$ cat src/rtl/psram_apb_arbiter.sv
// rtl/psram_apb_arbiter.sv - two-requester round-robin APB arbiter in front of the PSRAM APB port
// Each granted transfer is replayed downstream as SETUP/ACCESS and answered with a one-cycle pready pulse.
module psram_apb_arbiter #(
  parameter int ADDR_W = 32,
  parameter int DATA_W = 32
) (
  input  logic                clock,
  input  logic                reset,
  input  logic [ADDR_W-1:0]   in0_paddr,
  input  logic                in0_psel,
  input  logic                in0_penable,
  input  logic [2:0]          in0_pprot,
  input  logic                in0_pwrite,
  input  logic [DATA_W-1:0]   in0_pwdata,
  input  logic [DATA_W/8-1:0] in0_pstrb,
  output logic                in0_pready,
  output logic [DATA_W-1:0]   in0_prdata,
  output logic                in0_pslverr,
  input  logic [ADDR_W-1:0]   in1_paddr,
  input  logic                in1_psel,
  input  logic                in1_penable,
  input  logic [2:0]          in1_pprot,
  input  logic                in1_pwrite,
  input  logic [DATA_W-1:0]   in1_pwdata,
  input  logic [DATA_W/8-1:0] in1_pstrb,
  output logic                in1_pready,
  output logic [DATA_W-1:0]   in1_prdata,
  output logic                in1_pslverr,
  output logic [ADDR_W-1:0]   out_paddr,
  output logic                out_psel,
  output logic                out_penable,
  output logic [2:0]          out_pprot,
  output logic                out_pwrite,
  output logic [DATA_W-1:0]   out_pwdata,
  output logic [DATA_W/8-1:0] out_pstrb,
  input  logic                out_pready,
  input  logic [DATA_W-1:0]   out_prdata,
  input  logic                out_pslverr
);
  localparam int STRB_W = DATA_W / 8;
  localparam logic [1:0] ST_IDLE   = 2'd0;
  localparam logic [1:0] ST_SETUP  = 2'd1;
  localparam logic [1:0] ST_ACCESS = 2'd2;
  localparam logic [1:0] ST_RESP   = 2'd3;

  logic [1:0]        state_q, state_d;
  logic              grant_q, grant_d;
  logic              last_q, last_d;
  logic [ADDR_W-1:0] out_paddr_q, out_paddr_d;
  logic              out_psel_q, out_psel_d;
  logic              out_penable_q, out_penable_d;
  logic [2:0]        out_pprot_q, out_pprot_d;
  logic              out_pwrite_q, out_pwrite_d;
  logic [DATA_W-1:0] out_pwdata_q, out_pwdata_d;
  logic [STRB_W-1:0] out_pstrb_q, out_pstrb_d;
  logic [1:0]        in_pready_q, in_pready_d;
  logic [1:0]        in_pslverr_q, in_pslverr_d;
  logic [DATA_W-1:0] in0_prdata_q, in0_prdata_d;
  logic [DATA_W-1:0] in1_prdata_q, in1_prdata_d;

  // penable from the requesters carries no information the arbiter needs
  logic unused_penable;
  assign unused_penable = &{1'b0, in0_penable, in1_penable};

  always_comb begin
    state_d       = state_q;
    grant_d       = grant_q;
    last_d        = last_q;
    out_paddr_d   = out_paddr_q;
    out_psel_d    = out_psel_q;
    out_penable_d = out_penable_q;
    out_pprot_d   = out_pprot_q;
    out_pwrite_d  = out_pwrite_q;
    out_pwdata_d  = out_pwdata_q;
    out_pstrb_d   = out_pstrb_q;
    in_pready_d   = 2'b00;
    in_pslverr_d  = 2'b00;
    in0_prdata_d  = '0;
    in1_prdata_d  = '0;
    case (state_q)
      ST_IDLE: begin
        if (in0_psel || in1_psel) begin
          // on a tie the requester that did not win last time goes first
          grant_d = (in0_psel && in1_psel) ? ~last_q : in1_psel;
          last_d  = grant_d;
          if (grant_d) begin
            out_paddr_d  = in1_paddr;
            out_pprot_d  = in1_pprot;
            out_pwrite_d = in1_pwrite;
            out_pwdata_d = in1_pwdata;
            out_pstrb_d  = in1_pstrb;
          end else begin
            out_paddr_d  = in0_paddr;
            out_pprot_d  = in0_pprot;
            out_pwrite_d = in0_pwrite;
            out_pwdata_d = in0_pwdata;
            out_pstrb_d  = in0_pstrb;
          end
          out_psel_d    = 1'b1;
          out_penable_d = 1'b0;
          state_d       = ST_SETUP;
        end
      end
      ST_SETUP: begin
        out_penable_d = 1'b1;
        state_d       = ST_ACCESS;
      end
      ST_ACCESS: begin
        if (out_pready) begin
          out_psel_d             = 1'b0;
          out_penable_d          = 1'b0;
          in_pready_d[grant_q]   = 1'b1;
          in_pslverr_d[grant_q]  = out_pslverr;
          if (grant_q) in1_prdata_d = out_prdata;
          else         in0_prdata_d = out_prdata;
          state_d = ST_RESP;
        end
      end
      ST_RESP: state_d = ST_IDLE;
      default: state_d = ST_IDLE;
    endcase
  end

  always_ff @(posedge clock) begin
    if (reset) begin
      state_q       <= ST_IDLE;
      grant_q       <= 1'b0;
      last_q        <= 1'b1;
      out_paddr_q   <= '0;
      out_psel_q    <= 1'b0;
      out_penable_q <= 1'b0;
      out_pprot_q   <= '0;
      out_pwrite_q  <= 1'b0;
      out_pwdata_q  <= '0;
      out_pstrb_q   <= '0;
      in_pready_q   <= 2'b00;
      in_pslverr_q  <= 2'b00;
      in0_prdata_q  <= '0;
      in1_prdata_q  <= '0;
    end else begin
      state_q       <= state_d;
      grant_q       <= grant_d;
      last_q        <= last_d;
      out_paddr_q   <= out_paddr_d;
      out_psel_q    <= out_psel_d;
      out_penable_q <= out_penable_d;
      out_pprot_q   <= out_pprot_d;
      out_pwrite_q  <= out_pwrite_d;
      out_pwdata_q  <= out_pwdata_d;
      out_pstrb_q   <= out_pstrb_d;
      in_pready_q   <= in_pready_d;
      in_pslverr_q  <= in_pslverr_d;
      in0_prdata_q  <= in0_prdata_d;
      in1_prdata_q  <= in1_prdata_d;
    end
  end

  assign out_paddr   = out_paddr_q;
  assign out_psel    = out_psel_q;
  assign out_penable = out_penable_q;
  assign out_pprot   = out_pprot_q;
  assign out_pwrite  = out_pwrite_q;
  assign out_pwdata  = out_pwdata_q;
  assign out_pstrb   = out_pstrb_q;
  assign in0_pready  = in_pready_q[0];
  assign in1_pready  = in_pready_q[1];
  assign in0_pslverr = in_pslverr_q[0];
  assign in1_pslverr = in_pslverr_q[1];
  assign in0_prdata  = in0_prdata_q;
  assign in1_prdata  = in1_prdata_q;

endmodule
$ cat config.mk
export PLATFORM = sky130hd
export DESIGN_NAME = psram_apb_arbiter
export DESIGN_NICKNAME = d
export VERILOG_FILES = /design/src/rtl/psram_apb_arbiter.sv
export SDC_FILE = /design/constraint.sdc
export NUM_CORES = 1
export LEC_CHECK = 0
export BUFFER_PORTS_ARGS = -buffer_cell sky130_fd_sc_hd__buf_2
export CORE_AREA = 5 5 123 125
export DETAILED_ROUTE_END_ITERATION = 8
export DIE_AREA = 0 0 128 130
export HOLD_SLACK_MARGIN = 0.08
export PLACE_DENSITY = 0.78
export SLEW_MARGIN = 20
export SYNTH_ARGS = -nofsm -noshare
export SYNTH_HDL_FRONTEND = slang
export SYNTH_SLANG_ARGS = --single-unit
$ cat constraint.sdc
create_clock -name clock -period 1.9 [get_ports clock]
set_input_delay 0.57 -clock clock [delete_from_list [all_inputs] [get_ports clock]]
set_output_delay 0.57 -clock clock [all_outputs]
set_load 0.02 [all_outputs]
# Yosys cells after proc, flatten, opt, wreduce, memory -nomap -nowiden
# Cells that the tools add are included.
# W data, S select, Z words.
# totals
register_bits	146
inputBits	184
output_inout_bits	142
elab_cells	55
# op_classes
order_cmp	2
eq_ne	5
n_mux	16
n_bitwise	5
n_reduce_logical	13
# op_table
cell	count
$mux W32	2
$pmux W2 S4	1
$reduce_or A4 Y1	2
$mux W1	6
$reduce_and A3 Y1	2
$eq A2 B2 Y1 const B	2
$mux W2	2
$mux W4	1
$ne A2 B2 Y1 const B	2
$not A1 Y1	4
$reduce_and A2 Y1	2
$mux W3	1
$pmux W1 S3	1
$reduce_bool A3 Y1	1
$reduce_or A3 Y1	1
$and A2 B2 Y2	1
$eq A2 B1 Y1 const B	1
$logic_and A1 B1 Y1	2
$logic_not A2 Y1	1
$lt A1 B2 Y1 const B	1
$pmux W1 S2	1
$reduce_bool A2 Y1	1
$demux W1 S1	1
$ge A1 B1 Y1 const B	1
$logic_or A1 B1 Y1	1

# Logic depth before layout (Yosys ltp)
# depth
depth_word	5
depth_mapped	7
depth_no_buf	5

# Worst setup path before layout
# No wires, ideal clock.
# synth_path
kind	register to register
start	register state_q[0]
end	register state_q[1]
arrival_time_ns	1.402
setup_slack_ns	0.411
stages_incl_launch_ff	6
path_buffers	0
period_less_slack_ns	1.489
cell_sequence	dfxtp_1 -> inv_1 -> ha_1 -> nor3b_1 -> or4b_1 -> o31ai_1
# synth_between
elab_chain_len	3
elab_cells_between_ends	8
cone_classes	eq/ne: 5; mux: 1; reduce/logical: 2
# synth_lines
element	line_no	text
start: declaration	46	logic [1:0] state_q, state_d;
start signal: assignment	141	state_q <= state_d;
$eq A2 B2 Y1 / $logic_not A2 Y1 (equally long branches)	80	case (state_q)
$ne A2 B2 Y1 (no line)	--	
$reduce_and A2 Y1 (no line)	--	
# Several ways; a longest one is shown, not always the timed one.
# A chain may end at the register's enable or synchronous reset.

# Worst setup path in the final report
# layout_path
start	register state_q[1]
end	register out_pwdata_q[19] (netlist: out_pwdata[19])
# layout_between
elab_chain_len	2
# layout_lines
element	line_no	text
$logic_not A2 Y1	80	
$reduce_and A2 Y1 (no line)	--	
end signal: assignment	149	out_pwdata_q <= out_pwdata_d;
end: declaration	54	logic [DATA_W-1:0] out_pwdata_q, out_pwdata_d;
# Every way passes these cells.

==> summary.md <==
| Metric | Value |
|---|---|
| Flops & latches, synth | around 150 |
| Worst Path Max Fanout | 44 |
| Post-Syn Area | around 5500 µm² |
| DR vias | roughly 5300 |
| Clock Path Buffers | 2 |
| Site row count | 43 |
| Status | completed |
| GP Congestion | just under 0.8 |
| Hold-fix buffers, CTS | 0 |
| Drc violations | 0 |
| Largest net degree at the start of global routing | 53 |
| H-tree levels | 4 |
| Worst Path Required | 2220 ps |
| First-pass GRT wire length | between 20000 and 30000 µm |
| Post-cts sizing count | 0 |
| Syn Inst Count | 579 |
| Inserted Clock Buffers | 17 |
| Placed Cells | about 1100 |
| Die area | 16600 µm² |
| Tmin final | between 1500 and 2000 ps |
| RSZ-0062 raised after global routing | no |
| Clk_lat worst skew | 420 ps |
| Setup crit end kind | register |
| Worst hold path type | input port to register |
| Initial antenna violation count | 2 |
| Worst VDD drop | 0.759 mV |
| Clock sink count | around 150 |
| Clk root buf | clkbuf_16 |
| Worst path arrival time | 2020 ps |
| Setup TNS | 0 ps |
| Layout area overhead | 43.8% |
| # nets final | 1077 |
| Vias in the first global route | just over 5000 |
| MaxCap Viol Count | 0 |
| Syn nets | 767 |
| Critical path class | register to register |
| Starting DRT DRC Count | between 200 and 300 |
| DP Area | 7300 µm² |
| Worst Max-Slew Pin Slew | 466 ps |
| Die H | 130 µm |
| Total GRT Usage | 19.9% |
| Finished Layout Cells | 1082 |
| Slew HR | between 60% and 70% |
| DR pass1 iterations | 5 |
| Final period util | between 80% and 90% |
| Final setup viols | 0 |
| Post-Route WL | about 17000 µm |
| Register area share after synthesis | 53.5% |
| Core Region | around 14000 µm² |
| I/O pin cnt | roughly 330 |
| Avg WL per Cell | 15.8 µm |
| Post-DP HPWL | 12700 µm |
| Fmax | 589 MHz |
| Die W | around 130 µm |
| CP Launch Type | register |
| IO Port Bufs | ~320 |
| Fill cell count | roughly 1200 |
| Syn_area_per_cell | 9.44 µm² |
| Share of cells above drive strength 1 | roughly 46% |
| GRT overflow | 0 |
| Finished Cell Area | between 7000 and 8000 µm² |
| Worst Skew | between 10 and 15 ps |
| CTS tree | done |
| Pins Over Slew Limit | 0 |
| Synth warn | 0 |
| Leak | 0.00394 µW |
| Initial core utilization | 39.7% |
| Synth unique cells | 29 |
| Via/cell ratio | between 4 and 5 |
| Post-CTS setup buffer count | 0 |
| Number of antenna diodes | 0 |
| CTS clock-pin slew for the worst setup and hold paths | 70 ps |
| Finished Core Util | a little under three fifths |
| Pwr dens | ~1500 nW/µm² |
| Post-DRT Antenna Nets | 0 |
| Final hold viol count | 0 |
==> where the power goes <==
part	internal, µW	switching, µW	leakage [µW]
logic	1660	2780	0.00247
clock network	1750	1380	0.000276
registers	3710	299	0.00120
==> per-stage QoR <==
stage,setup slack (ps),hold WS (ps),power [µW]
6_report,202,356,11600
5_1_grt,7.51,343,12300
4_1_cts,191,337,11700
3_5_place_dp,181,466,8550
3_3_place_gp,235,463,8440
2_1_floorplan,411,497,7060
==> cells in the mapped netlist <==
cell | number | area [µm²]
dfxtp_1 | 146 | 2920
nor2_1 | 76 | 285
a21oi_1 | 74 | 370
nand2_1 | 73 | 274
and2_1 | 66 | 413
a211oi_2 | 40 | 500
a211oi_1 | 32 | 240
buf_2 | 25 | 125
clkbuf_1 | 13 | 48.8
buf_4 | 5 | 37.5
ha_1 | 4 | 50.1
buf_6 | 3 | 33.8
nand2b_1 | 3 | 18.8
inv_1 | 2 | 7.51
o21a_1 | 2 | 15.0
o31ai_1 | 2 | 15.0
a21bo_2 | 1 | 10.0
a21boi_1 | 1 | 7.51
a22oi_1 | 1 | 7.51
a31oi_1 | 1 | 6.26
mux2i_1 | 1 | 10.0
nor2b_1 | 1 | 6.26
nor3_1 | 1 | 5.00
nor3_2 | 1 | 10.0
nor3b_1 | 1 | 7.51
nor3b_2 | 1 | 12.5
o21ai_2 | 1 | 8.76
or2_2 | 1 | 6.26
or4b_1 | 1 | 10.0
==> registers in the layout (all words and copies together), names as in the netlist, 3 cells and up <==
| signal | cells |
|---|---|
| out_pwdata | 32 |
| out_paddr | 32 |
| out_pprot | 3 |
| in0_prdata | 32 |
| out_pstrb | 4 |
| in1_prdata | 32 |
==> placed cells by master, fill, tap and decap left out, types with 3 or more instances in the layout <==
cell type    n
dfxtp_1    146
a211oi_1    32
nand2b_1     3
ha_1         4
clkinv_4     4
nand2_1     73
buf_4        6
clkbuf_16   17
buf_2      322
buf_12       9
inv_6        5
a211oi_2    40
nor2_1      76
a21oi_1     74
and2_1      66
==> layout make-up <==
cell class                 instances  area, µm²  share of cell area [%]
sequential                       146       2920                    37.2
multi-input combinational        385       2310                    29.4
timing repair buffer             337       1840                    23.4
clock buffer                      18        439                    5.59
tap                              180        225                    2.87
clock inverter                    14        119                    1.51
inverter                           2       7.51                  0.0955
==> routing by layer <==
metal  track usage (%)  wire length (µm)
met1              22.9              6550
met2              33.1              8210
met3              8.80              1970
met4              7.18               320
met5                 0                19
==> final timing paths <==
path / cells past startpoint / startpoint / slack, ps / to
max: 6 / state_q[1]$_SDFFE_PP0P_ / 200 / out_pwdata[19]$_SDFFE_PP0P_
min reg2reg: 2 / out_penable$_SDFFE_PP0P_ / 470 / out_penable$_SDFFE_PP0P_
min: 2 / out_prdata[25] / 360 / in1_prdata[25]$_SDFF_PP0_
max reg2reg: 6 / state_q[1]$_SDFFE_PP0P_ / 200 / out_pwdata[19]$_SDFFE_PP0P_
==> cells by family (layout without fill, tap and decap cells) <==
kind of cell / after synthesis / in the layout / synth area share, %
simple gates: 225 / 225 / 19.2
compound gates: 155 / 155 / 21.6
flops: 146 / 146 / 53.5
buf+inv: 48 / 371 / 4.62
fa+ha+maj: 4 / 4 / 0.916
mux: 1 / 1 / 0.183
==> worst max-delay path: stages, from the launching register on <==
cell      delay [ps]
dfxtp_1          330
inv_1            110
ha_1             360
o21a_2           260
buf_12           230
nor2_1            60
a211oi_1         230
Power figures use the tool's default switching activity.
